**src/rtl/fwd_hazard_ctrl.sv**
```systemverilog
// Forwarding / load-use hazard controller for a 5-stage pipeline.
// Tracks EX/MEM/WB destination records and drives the EX operand mux selects, stall and flush.
module fwd_hazard_ctrl #(
    parameter int REG_AW     = 5,
    parameter bit LOAD_STALL = 1'b1
) (
    input  logic              clk,
    input  logic              rst_n,
    input  logic              id_valid,
    input  logic [REG_AW-1:0] id_rs,
    input  logic [REG_AW-1:0] id_rt,
    input  logic              id_uses_rs,
    input  logic              id_uses_rt,
    input  logic [REG_AW-1:0] id_rd,
    input  logic              id_reg_write,
    input  logic              id_mem_read,
    input  logic              branch_taken,
    output logic [1:0]        sel_a,
    output logic [1:0]        sel_b,
    output logic              stall,
    output logic              flush
);

    typedef struct packed {
        logic              valid;
        logic              regwrite;
        logic              memread;
        logic [REG_AW-1:0] rd;
        logic [REG_AW-1:0] rs;
        logic [REG_AW-1:0] rt;
        logic              uses_rs;
        logic              uses_rt;
    } rec_t;

    localparam logic [1:0] SEL_RF  = 2'b00;
    localparam logic [1:0] SEL_MEM = 2'b01;
    localparam logic [1:0] SEL_WB  = 2'b10;

    rec_t ex_r, mem_r, wb_r, id_rec;
    logic load_use;

    always_comb begin
        id_rec          = '0;
        id_rec.valid    = id_valid;
        id_rec.regwrite = id_reg_write;
        id_rec.memread  = id_mem_read;
        id_rec.rd       = id_rd;
        id_rec.rs       = id_rs;
        id_rec.rt       = id_rt;
        id_rec.uses_rs  = id_uses_rs;
        id_rec.uses_rt  = id_uses_rt;
    end

    // A load sitting in MEM has no ALU result to forward, so it is skipped
    // and the WB record gets a chance instead.
    function automatic logic [1:0] fwd_sel(input logic [REG_AW-1:0] src, input logic use_src,
                                           input rec_t ex, input rec_t mem, input rec_t wb);
        logic [1:0] s;
        s = SEL_RF;
        if (ex.valid && use_src) begin
            if (mem.valid && mem.regwrite && !mem.memread && mem.rd != '0 && mem.rd == src)
                s = SEL_MEM;
            else if (wb.valid && wb.regwrite && wb.rd != '0 && wb.rd == src)
                s = SEL_WB;
        end
        return s;
    endfunction

    assign sel_a = fwd_sel(ex_r.rs, ex_r.uses_rs, ex_r, mem_r, wb_r);
    assign sel_b = fwd_sel(ex_r.rt, ex_r.uses_rt, ex_r, mem_r, wb_r);

    assign load_use = id_valid && ex_r.valid && ex_r.memread && ex_r.rd != '0 &&
                      ((id_uses_rs && id_rs == ex_r.rd) || (id_uses_rt && id_rt == ex_r.rd));

    // Flush wins over stall; both are forced low while reset is held.
    assign stall = rst_n && LOAD_STALL && load_use && !branch_taken;
    assign flush = rst_n && branch_taken;

    always_ff @(posedge clk or negedge rst_n) begin
        if (!rst_n) begin
            ex_r  <= '0;
            mem_r <= '0;
            wb_r  <= '0;
        end else begin
            wb_r  <= mem_r;
            mem_r <= ex_r;
            ex_r  <= (stall || flush || !id_valid) ? rec_t'('0) : id_rec;
        end
    end

    // Fields carried along for completeness but not consulted downstream.
    logic unused_fields;
    assign unused_fields = ^{mem_r.rs, mem_r.rt, mem_r.uses_rs, mem_r.uses_rt,
                             wb_r.memread, wb_r.rs, wb_r.rt, wb_r.uses_rs, wb_r.uses_rt};

endmodule

```
**config.mk**
```make
export PLATFORM = sky130hd
export DESIGN_NAME = fwd_hazard_ctrl
export DESIGN_NICKNAME = d
export VERILOG_FILES = /design/src/rtl/fwd_hazard_ctrl.sv
export SDC_FILE = /design/constraint.sdc
export NUM_CORES = 1
export LEC_CHECK = 0
export ABC_AREA = 1
export BUFFER_PORTS_ARGS = -buffer_cell sky130_fd_sc_hd__buf_2
export CAP_MARGIN = 25
export CORE_UTILIZATION = 59
export CTS_CLUSTER_DIAMETER = 200
export DETAILED_ROUTE_END_ITERATION = 10
export PLACE_DENSITY = 0.9
export SLEW_MARGIN = 20
export SYNTH_ARGS = -nofsm -noshare
export SYNTH_HDL_FRONTEND = slang
export SYNTH_SLANG_ARGS = --single-unit
export TNS_END_PERCENT = 50
```
**constraint.sdc**
```tcl
create_clock -name clk -period 2.95 [get_ports clk]
set_clock_uncertainty 0.05 [all_clocks]
set_input_delay 0.1475 -clock clk [delete_from_list [all_inputs] [get_ports clk]]
set_output_delay 0.1475 -clock clk [all_outputs]
set_load 0.01 [all_outputs]
```
# --- After elaboration in Yosys (flattened, before gate mapping) ---
# Cells that the tools add are included.
totals:
  reg_bits: 35
  latch_bits: 0
  ram_bits: 0
  rom_bits: 0
  output_inout_bits: 6
  word_cells: 57
  n_memories: 0
op_classes:
  addsub: 0
  n_mul: 0
  n_div: 0
  magnitude_cmp: 0
  eq_ne: 6
  n_shift: 0
  mux: 7
  bitwise: 0
  n_reduce_logical: 29
op_table:
  columns: ["cell", "n"]
  rows:
  - ["equality test 5 bit", 6]
  - ["logical AND 1 bit", 20]
  - ["two-way mux 20 bit", 1]
  - ["nonzero test 5 bit", 3]
  - ["two-way mux 2 bit", 6]
  - ["zero test 1 bit", 3]
  - ["logical OR 1 bit", 3]

# --- Depth between registers and ports, before layout ---
logic_depth:
  ltp_word: 9
  ltp_mapped: 10

# --- Least setup slack after synthesis ---
# No wires, ideal clock.
synth_timing:
  path_kind: "register -> output"
  from: "register mem_r[14] (netlist name)"
  to: "output sel_a[1]"
  arrival_ps: 1037
  setup_slack_ps: 1715
  path_stages_with_launch: 8
  n_path_buf: 0
  cell_sequence: "dfrtp_1 nor2_1 nand2_1 o21ai_0 inv_1 nand3_1 inv_1 nor2_1"
synth_via:
  elab_chain_cells: 5
  elab_cells_between_ends: 6
  classes_between: "eq/ne: 1; mux: 2; reduce/logical: 3"
synth_rtl:
  columns: ["item", "line_no", "text"]
  rows:
  - ["start, declared", "39", "rec_t ex_r, mem_r, wb_r, id_rec;"]
  - ["start signal, assigned", "86", "mem_r <= ex_r;"]
  - ["nonzero test 5 bit", "61", "if (mem.valid && mem.regwrite && !mem.memread && mem.rd != '0 && mem.rd == src)"]
  - ["logical AND 1 bit", "61", null]
  - ["logical AND 1 bit *", "61", null]
  - ["two-way mux 2 bit *", "61", null]
  - ["two-way mux 2 bit *", "60", "if (ex.valid && use_src) begin"]
  - ["end, declared", "18", "output logic [1:0] sel_a,"]
# Every way passes the cells marked *; elsewhere a longest branch is shown, timed or not.

# --- Final worst setup path ---
layout_timing:
  from: "input rst_n"
  to: "output stall"
layout_via:
  elab_chain_cells: 2
layout_rtl:
  columns: ["item", "line_no", "text"]
  rows:
  - ["start, declared", "8", "input logic rst_n,"]
  - ["logical AND 1 bit (2 in series)", "76", "assign stall = rst_n && LOAD_STALL && load_use && !branch_taken;"]
  - ["end, declared", "20", "output logic stall,"]
# Every way passes these cells.

==> results.cfg <==
[sta]
fin_tns_setup_ns = 0
setup_ws_ns = 0.852
fin_crit_ns = 2.10
max_freq_mhz = 477
finalSetupViolations = 0
tightest_slew_ns = 0.431
rsz0062_at_grt = no
slew_viol_final = 0
max_slew_margin = 0.713
hold_viol = 0
fin_crit_sh = 0.711

[drt]
final_antenna_net_count = 0
post_drt_wl_per_cell_um = 12.0
finalWirelength_mm = 3.19
via_per_inst = 4.90
dr.pass1.iters = 4
vias = 1298
drcViolationCount = 0
drtIter0Drc = 26

[yosys]
syn_nets = 214
ys_top_cells_by_area = dfrtp_1 (53%), nand2_1 (8.7%), nor2_1 (7.1%), inv_1 (6.8%), xor2_1 (6.4%)
synthArstFlopShare = 1.00
ys_warn_count = 0
synthesis.instances = 191
yosysMostFrequentCell = nand2_1
yosysSeqAreaShare = 0.533
synth_edf_count = 0
synth_cell_types = 18
synth.ff_latch_count = 35
synth.largest_area_cell = dfrtp_1
syn_avg_cell_area_sq_um = 8.61
ys.flop_type = dfrtp_1
syn_area_sq_mm = 0.00164
ys_top_cells_by_count = nand2_1 (38), dfrtp_1 (35), nor2_1 (31)
synth.top_cell.area_share = 0.533

[clock_network]
cts-root-buf = clkbuf_4
h-tree-depth = 2
cts_buffers = 5
numClockSinks = 35
clk_pin_slew_ns = 0.09
cts_tree = yes
clockBufferDepth = 2
cts_setup_buffers = 0
clkLatencyLatePin_ns = 0.33

[hold_path]
worstHoldPathType = in2reg
min_from = id_rt[1]

[setup_path]
cp_data_required_time_ns = 2.75
rrSetupSlack_ns = 1.46
crit_chain = dlygate4sd3_1 -> buf_2 -> buf_4 -> nand2_1 -> nor2_1 -> nand3_1 -> a21oi_1 -> nand2_2 -> inv_1 -> buf_2
arrival_ns = 1.90
max_stage_delay_ns = 0.52
reg2reg_from = ex_r[13]
cp_common_cell = buf_2
end_kind = output pin
slowest_stage = dlygate4sd3_1
critPathLaunch = rst_n
crit_fanout = 37
critical_path_buf_inv_count = 5
timing_worst_setup_path_type = in2out
critPathTopFamily = buffers and inverters
cp-start-kind = input pin

[pwr]
p_sw_mw = 0.232
peakVddDrop_uv = 413
pwr-share-seq = 0.601
total_power_mw = 0.879
power.leakage_nw = 1.15
p_int_mw = 0.646
p_clk_frac = 0.257
share_comb_of_total_power = 0.143
cellPowerDensity_mw_per_mm2 = 451
sw_frac_of_total = 0.264

[floorplan]
die_w_um = 54.8
start_util = 0.646
dieArea_sq_mm = 0.00300
core_sq_mm = 0.00254
die_h_um = 54.8
io_pins = 29
core.rowCount = 18

[run_status]
run_status = finished clean

[placed_design]
place.gp.congestion = 0.768
preCtsSetupSlack_ns = 1.29
hpwl_mm = 2.19
numPortBuffers = 28

[layout]
final.fill_count = 153
fin_util = 0.766
syn_to_final_growth_pct = 18.6
num-nets-final = 259
drive_gt1_frac = 0.221
n_antenna_cell = 0

[grt]
antenna_found_initial = 0
grt_pass1_wl_mm = 5.13
grt_pass1_vias = 1262
gr-total-overflow = 0
grt_usage = 0.264
grt_max_degree = 38

[run]
max_cap_violations = 0
## final timing paths
path,endpoint,cells after the start
worst max-delay path,stall,10
worst min-delay path,ex_r[3],3
worst max register to register,ex_r[13],9
worst min register to register,mem_r[18],0
max in group asynchronous,wb_r[14],3
min in group asynchronous,ex_r[17],3
## layout by cell type (no fill, tap or decap)
cell           count
nand3_1           10
nor2_1            31
nand2_1           38
nor3_1             5
buf_2             28
dlygate4sd3_1     11
nand2_4            1
inv_2              4
o21ai_0            1
xor2_1            12
nor2b_1            1
nor2_2            10
inv_1             30
a21oi_1            1
nand2_2            2
buf_4              1
clkbuf_1           1
or2_2              1
dfrtp_1           35
xnor2_1            7
clkbuf_4           5
## power groups by stage
stage / Combinational (mW) / Clock [mW] / Sequential (mW)
2_1_floorplan: 0.0775 / 0 / 0.532
3_3_place_gp: 0.109 / 0 / 0.536
3_5_place_dp: 0.112 / 0 / 0.538
4_1_cts: 0.123 / 0.227 / 0.528
5_1_grt: 0.142 / 0.247 / 0.531
6_report: 0.125 / 0.226 / 0.528
## flip-flops by register name (all words and copies together) (netlist names)
register,count
ex_r,20
wb_r,7
mem_r,8
## worst min-delay path, stage by stage
cell	delay [ns]
buf_2	0.11
inv_1	0.06
nor2_2	0.04
## layer usage
| layer | vias up | wire, um | global-route usage |
|---|---|---|---|
| met2 | 45 | 1610 | 0.426 |
| met3 | 13 | 183 | 0.0917 |
| li1 | 648 | - | - |
| met5 | - | 0 | 0 |
| met1 | 592 | 1290 | 0.297 |
| met4 | 0 | 107 | 0.162 |
## timing repair
item | in CTS | in global routing
hold buffers | 11 | 0
resized for setup | 0 | 0
endpoints found under the hold margin | 45 | 0
## logic make-up (layout without fill, tap and decap cells)
logic type             count (synthesis)  in the layout  share of synthesized area
buffers and inverters                 36             80                     0.0966
flip-flops                            35             35                      0.533
XOR/XNOR                              19             19                      0.101
AND/OR/NAND/NOR                       99             99                      0.263
AO/OA/AOI/OAI                          2              2                    0.00608
## cell type report
class | count | area [sq um] | area share
Multi-Input combinational cell | 120 | 609 | 0.313
Tap cell | 30 | 37.5 | 0.0193
Inverter | 34 | 128 | 0.0655
Sequential cell | 35 | 876 | 0.449
Clock buffer | 6 | 41.3 | 0.0212
Timing Repair Buffer | 40 | 258 | 0.132
## metrics by stage
| stage | hold WS (ns) | std cells | area (sq um) |
|---|---|---|---|
| floorplan | -0.198 | 191 | 1640 |
| global placement | 0.146 | 248 | 1800 |
| detailed placement | 0.153 | 248 | 1800 |
| CTS | 0.00264 | 265 | 1950 |
| global route | 0.0217 | 265 | 1950 |
| finish | 0.0103 | 265 | 1950 |
No activity file was read; power rests on OpenSTA's default activity.
